`config.mk`:
```
export PLATFORM = sky130hd
export DESIGN_NAME = nibble_serial_add_ctrl
export DESIGN_NICKNAME = d
export VERILOG_FILES = /design/src/rtl/nibble_serial_add_ctrl.sv
export SDC_FILE = /design/constraint.sdc
export NUM_CORES = 1
export LEC_CHECK = 0
export ABC_CLOCK_PERIOD_IN_PS = 2450
export BUFFER_PORTS_ARGS = -buffer_cell sky130_fd_sc_hd__buf_4
export CAP_MARGIN = 20
export CORE_MARGIN = 4
export CORE_UTILIZATION = 51
export CTS_BUF_LIST = sky130_fd_sc_hd__clkbuf_2
export DETAILED_ROUTE_END_ITERATION = 10
export PLACE_DENSITY = 0.78
export SLEW_MARGIN = 20
export SYNTH_ARGS = -nofsm -noshare
export SYNTH_HDL_FRONTEND = slang
export SYNTH_SLANG_ARGS = --single-unit
```
`constraint.sdc`:
```
create_clock -name clk -period 2.45 [get_ports clk]
set_input_delay 0.49 -clock clk [delete_from_list [all_inputs] [get_ports clk]]
set_output_delay 0.49 -clock clk [all_outputs]
set_load 0.03 [all_outputs]
```
`src/rtl/nibble_serial_add_ctrl.sv`:
```
// rtl/nibble_serial_add_ctrl.sv - nibble-serial W-bit adder/subtractor with IDLE/RUN/DONE control
// Optional signed-overflow output enabled by macro NIBBLE_SERIAL_OVF_EN.
module nibble_serial_add_ctrl #(
  parameter int NIBBLES = 4
) (
  input  logic                   clk,
  input  logic                   rst_n,
  input  logic                   start,
  input  logic                   sub,
  input  logic [4*NIBBLES-1:0]   a,
  input  logic [4*NIBBLES-1:0]   b,
  output logic                   busy,
  output logic                   done,
  output logic [4*NIBBLES-1:0]   result,
  output logic                   cout
`ifdef NIBBLE_SERIAL_OVF_EN
  ,
  output logic                   ovf
`endif
);

  localparam int W  = 4 * NIBBLES;
  localparam int IW = $clog2(NIBBLES);
  localparam logic [IW-1:0] LAST = IW'(NIBBLES - 1);

  localparam logic [1:0] IDLE = 2'd0;
  localparam logic [1:0] RUN  = 2'd1;
  localparam logic [1:0] DONE = 2'd2;

  logic [1:0]    state;
  logic [IW-1:0] idx;
  logic          carry;
  logic [W-1:0]  a_q;
  logic [W-1:0]  b_q;
  logic          sub_q;

  logic [IW+1:0] sh;
  logic [3:0]    a_n;
  logic [3:0]    b_n;
  logic [4:0]    nib_sum;

  assign sh      = {idx, 2'b00};
  assign a_n     = a_q[sh +: 4];
  // Subtraction is a + ~b + 1; the +1 comes from carry being preloaded with sub.
  assign b_n     = b_q[sh +: 4] ^ {4{sub_q}};
  assign nib_sum = {1'b0, a_n} + {1'b0, b_n} + {4'b0000, carry};

  assign busy = (state == RUN);
  assign done = (state == DONE);

`ifdef NIBBLE_SERIAL_OVF_EN
  logic [3:0] low_sum;
  assign low_sum = {1'b0, a_n[2:0]} + {1'b0, b_n[2:0]} + {3'b000, carry};
`endif

  always_ff @(posedge clk or negedge rst_n) begin
    if (!rst_n) begin
      state  <= IDLE;
      idx    <= '0;
      carry  <= 1'b0;
      result <= '0;
      cout   <= 1'b0;
      a_q    <= '0;
      b_q    <= '0;
      sub_q  <= 1'b0;
`ifdef NIBBLE_SERIAL_OVF_EN
      ovf    <= 1'b0;
`endif
    end else begin
      case (state)
        IDLE, DONE: begin
          if (start) begin
            a_q    <= a;
            b_q    <= b;
            sub_q  <= sub;
            idx    <= '0;
            carry  <= sub;
            result <= '0;
            state  <= RUN;
          end else begin
            state  <= IDLE;
          end
        end
        RUN: begin
          result[sh +: 4] <= nib_sum[3:0];
          carry           <= nib_sum[4];
          idx             <= idx + IW'(1);
          if (idx == LAST) begin
            cout  <= nib_sum[4];
`ifdef NIBBLE_SERIAL_OVF_EN
            ovf   <= low_sum[3] ^ nib_sum[4];
`endif
            state <= DONE;
          end
        end
        default: state <= IDLE;
      endcase
    end
  end

endmodule

```
[After elaboration in Yosys (flattened, before gate mapping)]
Cells that the tools add are included.
Widths: inputs -> output; s select.
Storage, ports and cells
  flip-flop bits (word level): 55
  input port bits: 36
  output and inout bits: 19
  logic and storage cells: 38
Operators by class
  $add $sub $neg: 4
  equal/unequal tests: 5
  shift-type cells: 4
  muxes and demuxes: 10
  bitwise logic cells: 1
  reduce and logical (&&, ||, !) cells: 6
Operators by type and width (count)
  $pmux 16 s2: 1
  $shiftx 16x5->4: 2
  $bwmux 16: 1
  $mux 16: 1
  $shift 4x6->16 const A: 1
  $shiftx 4x6->16: 1
  $pmux 2 s2: 2
  $neg 4->6: 1
  $reduce_and 2->1: 3
  $add 4x4->5: 1
  $add 5x1->5: 1
  $eq 2x2->1 const B: 2
  $mux 2: 2
  $xor 4x4->4: 1
  $add 2x1->2 const B: 1
  $eq 2x1->1 const B: 1
  $logic_not 2->1: 1
  $mux 1: 2
  $ne 2x1->1 const B: 1
  $ne 2x2->1 const B: 1
  $pmux 1 s2: 1
  $reduce_bool 2->1: 1
  $reduce_or 2->1: 1

[Longest topological paths before layout]
  depth after elaboration: 7
  gate-level depth with buffers: 10
  depth with buffers taken out: 8

[Worst setup path before layout]
No wires, ideal clock.
  path kind: register -> register
  start: register idx[0]
  end: register result[10]
  setup time: 0.121 ns
  arrival time: 2.395 ns
  data required time: 2.329 ns
  slack: -0.066 ns
  stages on the path, launching flop included: 8
  path buffers: 1
  period minus slack after synthesis: 2.516 ns
  cell sequence: dfrtp_1 > buf_6 > mux4_1 > xnor2_1 > fa_1 > fa_1 > xnor2_1 > a22o_1
Between the ends
  longest elaborated chain between the ends: 7
  elaborated cells between the ends (all ways): 10
  those cells by class: 3 x add/sub; 4 x shift; 2 x mux; 1 x bitwise
Ends and longest elaborated chain
  from (decl): line 31  | logic [IW-1:0] idx;
  from (signal assigned): line 87  | idx <= idx + IW'(1);
  $shiftx 16x5->4: line 45  | assign b_n = b_q[sh +: 4] ^ {4{sub_q}};
  $xor 4x4->4: line 45
  $add 4x4->5: line 46  | assign nib_sum = {1'b0, a_n} + {1'b0, b_n} + {4'b0000, carry};
  $add 5x1->5: line 46
  $shiftx 4x6->16: line 85  | result[sh +: 4] <= nib_sum[3:0];
  $bwmux 16 (*): line 85
  $pmux 16 s2 (*): line 70  | case (state)
  to (signal, indexed assignment): line 85
  to (decl): line 14  | output logic [4*NIBBLES-1:0] result,
Every way passes the cells marked *; elsewhere a longest branch is shown, timed or not.
A chain may end at the register's enable or synchronous reset.

[Final worst setup path]
Ends and elaborated chain as after synthesis.

==> metrics.md <==
| Metric | Value |
|---|---|
| # DRC | 0 |
| Length of routed met2 wiring | 2271 µm |
| Core area | 4848 µm² |
| Final Cycle Share | 99.15% |
| Worst skew pair latency | 0.42 ns |
| Async SR Flop Fraction | 100.0% |
| Post-Syn Area | 2605 µm² |
| MaxCap Viol Count | 0 |
| Post-synth EDFFs | 0 |
| Cell variety after synth | 32 |
| CP Max Fanout | 5 |
| DP HPWL | 3444 µm |
| Grt total ovfl | 0 |
| IO buf count | 54 |
| Die W | 79.47 µm |
| Layout cells sized above 1 | 49.39% |
| Routed wl met3 | 277 µm |
| Vias per std cell | 5.312 |
| Slew HR | 55.84% |
| Remaining antenna violation count | 0 |
| Footprint of the multi-input gates | 1157 µm² |
| Crit-path max cell delay | 0.54 ns |
| Main synth FF type | dfrtp_1 |
| Layout net count | 291 |
| FF-to-FF path depth | 6 |
| Cell row count | 25 |
| Die Ht | 79.47 µm |
| Starting density of the core | 53.73% |
| Status | finished, final reports clean |
| Die footprint | 6315 µm² |
| CP endpoint kind | flip-flop |
| Reg2reg setup slack | 0.02 ns |
| Core Util, Final | 65.63% |
| CTS Hold Bufs | 0 |
| Vias in the first global route | 1,706 |
| CTS tree | yes |
| Wire length per cell | 15.04 µm |
| Crit path DAT | 2.79 ns |
| Capture point of the worst reg-to-reg path | result[10]$_DFFE_PN0P_ |
| Layout overhead on the synthesized area | 22.14% |
| Crit path max-delay cell type | mux4_2 |
| Tightest Pin Transition | 0.6623 ns |
| Routability-driven placement congestion ratio | 0.7991 |
| Clk pin slew, worst setup/hold paths | 0.25 ns |
| DP Worst Slack | -0.1495 ns |
| Worst Hold Class | in -> async |
| Critical R2R Launch | idx[0]$_DFFE_PN0P_ |
| Routed Wire Length | 4724 µm |
| Critical path startpoint category | flip-flop |
| Via count | 1,668 |
| Register area | 1378 µm² |
| Finish-stage setup viols | 0 |
| PnR worst setup slack | 0.02077 ns |
| Synth Instances | 186 |
| Initial antenna violation count | 0 |
| Pre-antenna DRT Iters | 4 |
| Largest net degree at the start of global routing | 56 |
| N_diodes | 0 |
| Post-layout min period | 2.429 ns |
| Num CTS Buffers | 5 |
| Fmax | 411.7 MHz |
| Initial drt markers | 58 |
| Worst path required time | 2.81 ns |
| Number of synthesized register bits | 55 |
| Clk sink count | 55 |
| Commonest non-fill, non-tap cells in the layout | buf_4 (63), dfrtp_1 (54), mux2_2 (34), a22o_1 (9), nand2_1 (9) |
| M1 WL | 2120 µm |
| Critical path, cell by cell | mux4_2 -> xnor2_2 -> fa_2 -> fa_2 -> xnor2_2 -> a22o_1 |
| Post-synthesis sequential area ratio | 52.83% |
| Avg Inst Size Synth | 14.01 µm² |
| Final setup skew | 0.006686 ns |
| RSZ-0062 raised after global routing | true |
| CTS Buffer Depth | 2 |
| First-pass GRT wire length | 7983 µm |
| Syn_nets | 231 |
| Uppermost layer routed | met4 |
| # IOs | 55 |
| Fin Hold WS | 0.05765 ns |
| Yosys Warn Count | 0 |
| All-Layer GR Usage | 16.28% |
| Root Buffer | clkbuf_2 |
| Final hold vios | 0 |
| Most common cell after layout, fill and taps aside | buf_4 |
| Post-Route Setup TNS | 0 ns |
| CTS H-tree depth | 2 |
| Fin. max-slew vios | 0 |
| Number of fill cells | 383 |
| CP Class | reg -> reg |
[layout make-up]
type	instances	area share (%)
inverters	7	0.8258
repair buffers	63	14.86
flip-flops and latches	55	43.30
clock inverters	3	1.219
clock buffers	5	0.7865
well taps	67	2.635
multi-input cells	114	36.37
[synth_stat cells, types with 2 or more instances]
cell / number / share of area [%]
o21ai_0: 8 / 1.5
ha_1: 7 / 3.4
nor2_1: 4 / 0.58
and3_1: 2 / 0.48
o21ai_2: 2 / 0.67
a21oi_1: 5 / 0.96
nand3_1: 3 / 0.58
buf_2: 7 / 1.3
nand2_1: 9 / 1.3
mux2_2: 34 / 15
fa_1: 2 / 1.5
dfrtp_1: 55 / 53
xnor2_1: 2 / 0.67
buf_6: 2 / 0.86
mux4_1: 7 / 7.1
xor2_1: 4 / 1.3
inv_1: 7 / 1.0
nor2b_1: 3 / 0.72
a22o_1: 9 / 3.0
nand2b_1: 2 / 0.48
[metal layers]
metal / GRT usage [%] / vias to the layer above
met1: 21.61 / 828
li1: - / 788
met3: 4.853 / 7
met5: 0 / -
met2: 25.96 / 45
met4: 4.639 / 0
[registers in the layout, summed over array words and instances (netlist names)]
| signal | count |
|---|---|
| b_q | 16 |
| idx | 2 |
| a_q | 16 |
| cout | 1 |
| result | 16 |
| state | 2 |
| carry | 1 |
| sub_q | 1 |
[stage by stage]
step,std cells,area [µm²]
after floorplan,186,2604
after global placement,302,3060
after detailed placement,302,3060
after CTS,311,3143
after global routing,314,3182
final,314,3182
[worst max-delay path by stage]
stage / from / end / slack (ns) / cells after the start
6_report: idx[0]$_DFFE_PN0P_ / result[10]$_DFFE_PN0P_ / 0.02 / 6
5_1_grt: idx[0]$_DFFE_PN0P_ / cout$_DFFE_PN0P_ / -0.11 / 8
4_1_cts: idx[0]$_DFFE_PN0P_ / carry$_DFFE_PN0P_ / 0.02 / 9
3_5_place_dp: idx[0]$_DFFE_PN0P_ / result[10]$_DFFE_PN0P_ / -0.15 / 6
3_3_place_gp: idx[0]$_DFFE_PN0P_ / result[14]$_DFFE_PN0P_ / -0.03 / 6
2_1_floorplan: idx[0]$_DFFE_PN0P_ / result[10]$_DFFE_PN0P_ / 0.04 / 7
[worst max-delay path: cells and delay by family, from the launching register on]
family                     cells  cell delay [ns]
DFF                            1             0.48
muxes                          1             0.54
adders and majority gates      2             0.76
AOI/OAI and AO/OA              1             0.24
xor gates and xnor gates       2             0.34
[cells by family (layout without fill, tap and decap cells)]
logic type      count (synthesis)  in the layout  synth area share [%]
mux                            42             42                 22.62
xor+xnor                        6              6                 2.017
flops                          55             55                 52.83
fa+ha+maj                       9              9                 4.899
buf+inv                        17             78                 3.987
simple gates                   31             31                 6.772
compound gates                 26             26                 6.869
[timing repair]
action | CTS | global route
gates resized for setup | 3 | 6
setup endpoints to repair | 12 | 8
buffers inserted | 1 | 3
gates cloned | 0 | 0
pin swaps | 0 | 4
Power is left out: the tool's default activity adds up to more than one toggle a clock period on the data nets, which glitch-free logic cannot reach.
